File: src/rtl/grayscale_pkg.sv
// Shared definitions for the RGB565 grayscale stream: mode encoding, luma
// weight sets and the 565-to-888 channel expansion helpers.
package grayscale_pkg;

    localparam logic [1:0] MODE_BT709 = 2'd0;
    localparam logic [1:0] MODE_BT601 = 2'd1;
    localparam logic [1:0] MODE_AVG   = 2'd2;
    localparam logic [1:0] MODE_GREEN = 2'd3;

    localparam int WEIGHT_W  = 9;
    localparam int PRODUCT_W = 17;

    typedef struct packed {
        logic [WEIGHT_W-1:0] wr;
        logic [WEIGHT_W-1:0] wg;
        logic [WEIGHT_W-1:0] wb;
    } weights_t;

    // Each weight set sums to 256, so the rounded result always fits in a byte.
    localparam weights_t W_BT709 = '{wr: 9'd54, wg: 9'd183, wb: 9'd19};
    localparam weights_t W_BT601 = '{wr: 9'd77, wg: 9'd150, wb: 9'd29};
    localparam weights_t W_AVG   = '{wr: 9'd85, wg: 9'd86,  wb: 9'd85};
    localparam weights_t W_GREEN = '{wr: 9'd0,  wg: 9'd256, wb: 9'd0};

    function automatic weights_t mode_weights(input logic [1:0] mode);
        weights_t w;
        case (mode)
            MODE_BT709: w = W_BT709;
            MODE_BT601: w = W_BT601;
            MODE_AVG:   w = W_AVG;
            default:    w = W_GREEN;
        endcase
        return w;
    endfunction

    function automatic logic [7:0] expand5(input logic [4:0] v);
        return {v, v[4:2]};
    endfunction

    function automatic logic [7:0] expand6(input logic [5:0] v);
        return {v, v[5:4]};
    endfunction

endpackage

File: src/rtl/rgb565_luma_lane.sv
// One pixel's luma pipeline: stage 1 holds the weighted channel products,
// stage 2 holds the rounded gray byte. Both stages stall when enable is low.
module rgb565_luma_lane
    import grayscale_pkg::*;
(
    input  logic        clock,
    input  logic        reset,
    input  logic        enable,
    input  logic        valid_i,
    input  logic [1:0]  mode_i,
    input  logic [15:0] pixel_i,
    output logic        valid_o,
    output logic [7:0]  gray_o
);

    weights_t               w_d;
    logic [PRODUCT_W-1:0]   prod_r_d, prod_g_d, prod_b_d;
    logic [PRODUCT_W-1:0]   prod_r_q, prod_g_q, prod_b_q;
    logic [PRODUCT_W-1:0]   sum_d;
    logic                   sum_msb_unused;
    logic [7:0]             sum_frac_unused;
    logic [7:0]             gray_d;
    logic                   valid1_q, valid2_q;
    logic [7:0]             gray_q;

    always_comb begin
        w_d      = mode_weights(mode_i);
        prod_r_d = {8'd0, w_d.wr} * {9'd0, expand5(pixel_i[15:11])};
        prod_g_d = {8'd0, w_d.wg} * {9'd0, expand6(pixel_i[10:5])};
        prod_b_d = {8'd0, w_d.wb} * {9'd0, expand5(pixel_i[4:0])};
    end

    // Weights sum to 256, so bit 16 of the rounded sum is always zero.
    always_comb begin
        sum_d = prod_r_q + prod_g_q + prod_b_q + 17'd128;
        {sum_msb_unused, gray_d, sum_frac_unused} = sum_d;
    end

    always_ff @(posedge clock) begin
        if (reset) begin
            valid1_q <= 1'b0;
            valid2_q <= 1'b0;
            prod_r_q <= '0;
            prod_g_q <= '0;
            prod_b_q <= '0;
            gray_q   <= '0;
        end else if (enable) begin
            valid1_q <= valid_i;
            prod_r_q <= prod_r_d;
            prod_g_q <= prod_g_d;
            prod_b_q <= prod_b_d;
            valid2_q <= valid1_q;
            gray_q   <= gray_d;
        end
    end

    assign valid_o = valid2_q;
    assign gray_o  = gray_q;

endmodule

File: src/rtl/rgb565_grayscale_stream.sv
// Streaming RGB565 to 8-bit gray converter: PIXELS lanes feed a packer that
// assembles OUT_PIXELS-byte words, flushing partial words on end of frame.
module rgb565_grayscale_stream
    import grayscale_pkg::*;
#(
    parameter int PIXELS     = 2,
    parameter int OUT_PIXELS = 4
) (
    input  logic                    clock,
    input  logic                    reset,
    input  logic                    s_valid,
    output logic                    s_ready,
    input  logic [16*PIXELS-1:0]    s_data,
    input  logic [1:0]              s_mode,
    input  logic                    s_last,
    output logic                    m_valid,
    input  logic                    m_ready,
    output logic [8*OUT_PIXELS-1:0] m_data,
    output logic [OUT_PIXELS-1:0]   m_keep,
    output logic                    m_last
);

    localparam int BEATS  = OUT_PIXELS / PIXELS;
    localparam int CNT_W  = (BEATS > 1) ? $clog2(BEATS) : 1;
    localparam int BEAT_W = 8 * PIXELS;
    localparam int WORD_W = 8 * OUT_PIXELS;

    generate
        if (PIXELS < 1 || OUT_PIXELS < PIXELS || (OUT_PIXELS % PIXELS) != 0) begin : g_bad_cfg
            $error("OUT_PIXELS must be a positive multiple of PIXELS");
        end
    endgenerate

    logic                advance;
    logic                s_fire;
    logic [PIXELS-1:0]   lane_valid;
    logic [BEAT_W-1:0]   beat_gray;
    logic                stage2_valid;
    logic                last1_q, last2_q;

    logic [CNT_W-1:0]    count_q, count_d;
    logic [WORD_W-1:0]   pack_data_q, pack_data_d;
    logic [OUT_PIXELS-1:0] pack_keep_q, pack_keep_d;
    logic [WORD_W-1:0]   word_data;
    logic [OUT_PIXELS-1:0] word_keep;
    logic                m_valid_q, m_valid_d;
    logic [WORD_W-1:0]   m_data_q, m_data_d;
    logic [OUT_PIXELS-1:0] m_keep_q, m_keep_d;
    logic                m_last_q, m_last_d;

    // The whole pipeline moves as one; only a held output word stalls it.
    assign advance = !(m_valid_q && !m_ready);
    assign s_ready = advance && !reset;
    assign s_fire  = s_valid && s_ready;

    genvar gi;
    generate
        for (gi = 0; gi < PIXELS; gi++) begin : g_lane
            rgb565_luma_lane u_lane (
                .clock   (clock),
                .reset   (reset),
                .enable  (advance),
                .valid_i (s_fire),
                .mode_i  (s_mode),
                .pixel_i (s_data[16*gi +: 16]),
                .valid_o (lane_valid[gi]),
                .gray_o  (beat_gray[8*gi +: 8])
            );
        end
    endgenerate

    assign stage2_valid = &lane_valid;

    always_ff @(posedge clock) begin
        if (reset) begin
            last1_q <= 1'b0;
            last2_q <= 1'b0;
        end else if (advance) begin
            last1_q <= s_fire && s_last;
            last2_q <= last1_q;
        end
    end

    // Merge the stage-2 beat into its slot of the word under construction.
    always_comb begin
        word_data = pack_data_q;
        word_keep = pack_keep_q;
        for (int b = 0; b < BEATS; b++) begin
            if (count_q == CNT_W'(b)) begin
                word_data[b*BEAT_W +: BEAT_W] = beat_gray;
                word_keep[b*PIXELS +: PIXELS] = '1;
            end
        end
    end

    always_comb begin
        count_d     = count_q;
        pack_data_d = pack_data_q;
        pack_keep_d = pack_keep_q;
        m_valid_d   = m_valid_q;
        m_data_d    = m_data_q;
        m_keep_d    = m_keep_q;
        m_last_d    = m_last_q;
        if (advance) begin
            m_valid_d = 1'b0;
            if (stage2_valid) begin
                if (count_q == CNT_W'(BEATS - 1) || last2_q) begin
                    m_valid_d   = 1'b1;
                    m_data_d    = word_data;
                    m_keep_d    = word_keep;
                    m_last_d    = last2_q;
                    count_d     = '0;
                    pack_data_d = '0;
                    pack_keep_d = '0;
                end else begin
                    count_d     = count_q + CNT_W'(1);
                    pack_data_d = word_data;
                    pack_keep_d = word_keep;
                end
            end
        end
    end

    always_ff @(posedge clock) begin
        if (reset) begin
            count_q     <= '0;
            pack_data_q <= '0;
            pack_keep_q <= '0;
            m_valid_q   <= 1'b0;
            m_data_q    <= '0;
            m_keep_q    <= '0;
            m_last_q    <= 1'b0;
        end else begin
            count_q     <= count_d;
            pack_data_q <= pack_data_d;
            pack_keep_q <= pack_keep_d;
            m_valid_q   <= m_valid_d;
            m_data_q    <= m_data_d;
            m_keep_q    <= m_keep_d;
            m_last_q    <= m_last_d;
        end
    end

    assign m_valid = m_valid_q;
    assign m_data  = m_data_q;
    assign m_keep  = m_keep_q;
    assign m_last  = m_last_q;

endmodule
File: config.mk
export PLATFORM = sky130hd
export DESIGN_NAME = rgb565_grayscale_stream
export DESIGN_NICKNAME = d
export VERILOG_FILES = /design/src/rtl/grayscale_pkg.sv /design/src/rtl/rgb565_luma_lane.sv /design/src/rtl/rgb565_grayscale_stream.sv
export SDC_FILE = /design/constraint.sdc
export NUM_CORES = 1
export LEC_CHECK = 0
export CAP_MARGIN = 40
export CORE_UTILIZATION = 61
export DETAILED_ROUTE_END_ITERATION = 10
export PLACE_DENSITY = 0.82
export SYNTH_ARGS = -nofsm -noshare
export SYNTH_HDL_FRONTEND = slang
export SYNTH_SLANG_ARGS = --single-unit
export TNS_END_PERCENT = 50
File: constraint.sdc
create_clock -name clock -period 7 [get_ports clock]
set_input_delay 1.4 -clock clock [delete_from_list [all_inputs] [get_ports clock]]
set_output_delay 1.4 -clock clock [all_outputs]
set_load 0.005 [all_outputs]
### Word level (Yosys, flattened, before mapping)

Index checks and enable logic that the tools add are counted.
Widths: inputs -> output; s select.

* bits in registers: 189
* input bits: 39
* logic and storage cells: 56

* bitwise operators: 1
* muxes and demuxes: 10
* add/subtract/negate cells: 7
* multiply operators: 6
* reduce and logical (&&, ||, !) cells: 11
* equality and inequality tests: 2

Operator list (number)
* $pmux 25 s3: 1
* $mul 9x8->16: 4
* $add 15x16->16: 2
* $add 16x16->16: 2
* $add 16x8->16 const B: 2
* $mux 16: 2
* $mux 32: 1
* $mul 7x8->15: 2
* $logic_and 1x1->1: 4
* $mux 2: 2
* $mux 4: 1
* $logic_not 1->1: 3
* $mux 1: 3
* $reduce_and 3->1: 1
* $eq 2x1->1 const B: 1
* $eq 2x2->1 const B: 1
* $logic_not 2->1: 1
* $reduce_and 2->1: 1
* $add 1x1->1 const B: 1
* $logic_or 1x1->1: 1
* $not 1->1: 1

### Logic depth before layout (Yosys ltp)

* depth in word-level cells: 6
* gate-level depth with buffers: 22
* gate-level depth less buffers: 20

### By module

From an unflattened synthesis, not the netlist that was laid out.

* cell total of the unflattened synthesis: 2084
* area total of the unflattened synthesis: 19417.4 um^2

By module, submodules not included
* rgb565_luma_lane at g_lane[0].u_lane: area an instance 8217.9 um^2, instances 1, cells an instance 900
* rgb565_luma_lane at g_lane[1].u_lane: area an instance 8152.8 um^2, instances 1, cells an instance 878
* rgb565_grayscale_stream: area an instance 3046.7 um^2, instances 1, cells an instance 306

### Worst setup path after synthesis

OpenSTA, ideal clock, no wires.

* path type: input-to-reg
* from: input port s_mode[0]
* to: register g_lane[0].u_lane.prod_r_q[14]
* path slack: 0.912 ns
* cell stages on the path: 20
* arrival time: 6.009 ns
* path through: inv_1 -> ha_1 -> clkbuf_1 -> clkbuf_1 -> nand2_1 -> fa_1 -> fa_1 -> inv_1 -> fa_1 -> inv_1 -> fa_1 -> inv_1 -> ha_1 -> o21ai_0 -> nor2_1 -> o41a_1 -> a22o_1 -> o41ai_2 -> xnor2_1 -> a211oi_2

* word-level cells in the longest chain between the ends: 3
* elaborated cells between the ends (all ways): 5
* those cells by class: 1 x mul; 2 x eq/ne; 1 x mux; 1 x reduce/logical

Ends and longest elaborated chain
* start: declaration: RTL line rgb565_grayscale_stream.sv:14 `input logic [1:0] s_mode,`
* $eq 2x2->1 (tied with other cells): RTL line grayscale_pkg.sv:27 `case (mode)`
* $pmux 25 s3 *: RTL line grayscale_pkg.sv:27
* $mul 7x8->15 *: RTL line rgb565_luma_lane.sv:28 `prod_r_d = {8'd0, w_d.wr} * {9'd0, expand5(pixel_i[15:11])};`
* end signal: assignment: RTL line rgb565_luma_lane.sv:49 `prod_r_q <= prod_r_d;`
* end: declaration: RTL line rgb565_luma_lane.sv:18 `logic [PRODUCT_W-1:0] prod_r_q, prod_g_q, prod_b_q;`

Mark *: on every way between the ends. The rest lies on a longest branch, timed or not.
A chain may end at the register's enable or synchronous reset.

### Worst setup path in the final report

* from: input port s_mode[0]
* to: register g_lane[1].u_lane.prod_b_q[14]

* word-level cells in the longest chain between the ends: 3
* elaborated cells between the ends (all ways): 5
* those cells by class: 1 x mul; 2 x eq/ne; 1 x mux; 1 x reduce/logical

Ends and longest elaborated chain
* $eq 2x2->1 (tied with other cells): RTL line grayscale_pkg.sv:27
* $pmux 25 s3 *: RTL line grayscale_pkg.sv:27
* $mul 9x8->16 *: RTL line rgb565_luma_lane.sv:30 `prod_b_d = {8'd0, w_d.wb} * {9'd0, expand5(pixel_i[4:0])};`
* end signal: assignment: RTL line rgb565_luma_lane.sv:51 `prod_b_q <= prod_b_d;`
* end: declaration: RTL line rgb565_luma_lane.sv:18

Marks and branches as above.

==> metrics.md <==
| Metric | Value |
|---|---|
| Status | `finished clean` |
| Die W | `176 um` |
| Initial DRC count | `960` |
| # IOs | `78` |
| CTS resizes | `0` |
| Die footprint | `31,100 um^2` |
| Core Region | `29,800 um^2` |
| Setup_tns | `0 ps` |
| Post-Syn Nets | `2,593` |
| HPWL Detailed | `35,100 um` |
| Row count | `63` |
| Slew @ Worst Pin | `863 ps` |
| Count of hold-fix buffers inserted at cts | `0` |
| Post-CTS Setup Inserts | `0` |
| Synth area leaders | `fa_1 (20%), dfxtp_1 (20%), ha_1 (19%), inv_1 (6.6%), nand2_1 (3.8%)` |
| Max-slew violations | `0` |
| Worst Setup Start Kind | `input port` |
| Synth Register Bits | `188` |
| Required time worst endpoint | `7330 ps` |
| Die height | `176 um` |
| Max VDD drop | `0.140 mV` |
| Hold Vio Cnt, Final | `0` |
| Cts bufs inserted | `17` |
| 1st-pass router iterations | `5` |
| Root buf cell | `clkbuf_16` |
| RSZ-0062 raised after global routing | `false` |
| CTS tree | `done` |
| Period utilisation layout | `0.900` |
| Primary FF master, synth | `dfxtp_1` |
| Clk Latency, worst-skew pair | `440 ps` |
| Via Count | `14,300` |
| Worst setup EP type | `flop` |
| Post-synth top area share | `0.205` |
| Area Growth Syn to Fin | `9.19%` |
| Max_slew headroom | `0.424` |
| Post-route antenna net violation count | `0` |
| Antenna violations before repair | `0` |
| LEAKAGE | `9.98 nW` |
| Final Setup Violations | `0` |
| Routed WL | `43,800 um` |
| Most common cell after layout, fill and taps aside | `inv_1` |
| WL/cell | `17.3 um` |
| Overall power | `5.77 mW` |
| Clock skew | `13.4 ps` |
| First-pass GRT wire length | `72,800 um` |
| Post-Syn Area | `18,600 um^2` |
| Crit Path Max Fanout | `10` |
| Initial core utilization | `0.623` |
| Worst-path clk slew | `80 ps` |
| Vias per cell | `5.68` |
| Fin crit period | `6300 ps` |
| Max_cap viols | `0` |
| Seq/Total Area, Yosys | `0.203` |
| Port bufs | `77` |
| Filler Cells Inserted | `2,338` |
| Maximum clock insertion buffer count | `2` |
| Pin count of the biggest net entering global routing | `69` |
| GRT Total Usage | `0.296` |
| H-tree depth | `4` |
| Worst hold slack | `452 ps` |
| Number of synthesized flops with an enable pin | `0` |
| Number of nets in the layout | `2,643` |
| PwrDens | `285 nW/um^2` |
| Post-layout util | `0.680` |
| Ys async rst share | `0` |
| Worst hold path type | `reg2reg` |
| Residual DRC | `0` |
| CTS sink count | `188` |
| Worst Setup Path Type | `in2reg` |
| GP Congestion | `0.937` |
| Synth area leader | `fa_1` |
| Fmax | `159 MHz` |
| Worst EP arrival | `6620 ps` |
| Vias in the first global route | `14,700` |
| Grt ovf | `0` |
| Share of layout cells above drive strength 1 | `0.0346` |
| Post-synth cell types | `67` |
| Diodes inserted | `0` |
| Commonest non-fill, non-tap cells in the layout | `inv_1 (325), ha_1 (289), fa_1 (190)` |
| Synth warn | `0` |
| Synthesized area per cell | `8.94 um^2` |
| Gate count of the mapped netlist | `2,075` |
## logic make-up (layout without fill, tap and decap cells)
group,Yosys count,count (layout),synth area share
AO/OA/AOI/OAI,338,338,0.116
multiplexers,34,34,0.0183
adder cells (fa/ha/maj),479,479,0.400
XOR/XNOR,73,73,0.0344
flip-flops,188,188,0.203
AND/OR/NAND/NOR,565,565,0.146
buffers and inverters,398,461,0.0835
## path summary, 6_finish.rpt
path	start	endpoint	slack, ps	cells past startpoint
max	s_mode[0]	g_lane[1].u_lane.prod_b_q[14]	700	20
max reg2reg	g_lane[0].u_lane.prod_b_q[6]	g_lane[0].u_lane.gray_o[6]	3820	9
min reg2reg	pack_data_q[9]	pack_data_q[9]	450	2
min	pack_data_q[9]	pack_data_q[9]	450	2
## Yosys cell counts, types with 3 or more instances
master	count
a32o_1	4
xnor2_1	55
o21ai_0	39
ha_1	289
a31oi_1	7
o21a_1	15
nand2_1	186
o22ai_1	3
nand4_1	4
a21o_1	9
fa_1	190
nor2b_1	36
xor2_1	18
o211ai_1	3
o41a_1	3
a2111oi_0	3
o21bai_1	9
buf_1	4
nor2_1	128
a211oi_1	57
nand3b_1	4
mux2i_1	34
buf_2	4
and3_1	5
clkbuf_1	60
a22o_1	3
nor3_1	22
and2_1	96
dfxtp_1	188
o21ai_1	27
o31ai_1	4
nand3_1	34
inv_1	325
a21oi_1	120
nor4_1	3
or3_1	14
clkbuf_8	5
a311oi_1	4
nand2b_1	20
## stage by stage
step	area [um^2]	worst slack [ps]	cells
2_1_floorplan	18600	912	2075
4_1_cts	20300	767	2528
3_3_place_gp	19700	426	2495
6_report	20300	703	2528
5_1_grt	20300	413	2528
3_5_place_dp	19700	337	2496
## layer usage
layer	GRT usage	share of wire	up-vias	wire, um
met4	0.0855	0.020	0	875
met5	0	0	-	0
met3	0.0596	0.081	64	3550
li1	-	-	6900	-
met1	0.405	0.45	6882	19500
met2	0.476	0.45	501	19800
## cell type report
class                      count  area (um^2)  share of cell area
clock buffer                  21          450              0.0222
clock inverter                11         87.6             0.00432
inverter                     325         1220              0.0602
multi-input combinational   1489        13300               0.655
sequential                   188         3760               0.186
tap                          390          488              0.0241
timing repair buffer         104          983              0.0485
## critical path: stages
cell and delay [ps]:
clkdlybuf4s50_1 470, inv_1 100, ha_1 370, buf_4 210, and2_1 200, fa_1 510, inv_1 50, fa_1 480
inv_1 50, fa_1 470, inv_1 50, fa_1 470, inv_1 50, ha_1 320, o21a_1 210, or2_1 250
a2111oi_0 550, o31ai_1 180, xnor2_1 160, o21ai_1 70
## sequential cells by signal, summed over array words and instances (netlist names)
name                    count
pack_data_q                32
last1_q                     1
last2_q                     1
g_lane.u_lane.valid1_q      1
pack_keep_q                 4
m_valid                     1
g_lane.u_lane.prod_r_q     30
g_lane.u_lane.prod_b_q     32
m_last                      1
m_keep                      4
g_lane.u_lane.gray_o       16
g_lane.u_lane.valid_o       1
m_data                     32
g_lane.u_lane.prod_g_q     32
## power breakdown
group | switching (mW) | internal (mW)
sequential | 0.170 | 1.27
clock | 0.435 | 0.469
combinational | 1.93 | 1.49
Note: power is estimated with default switching activity, not from simulation.
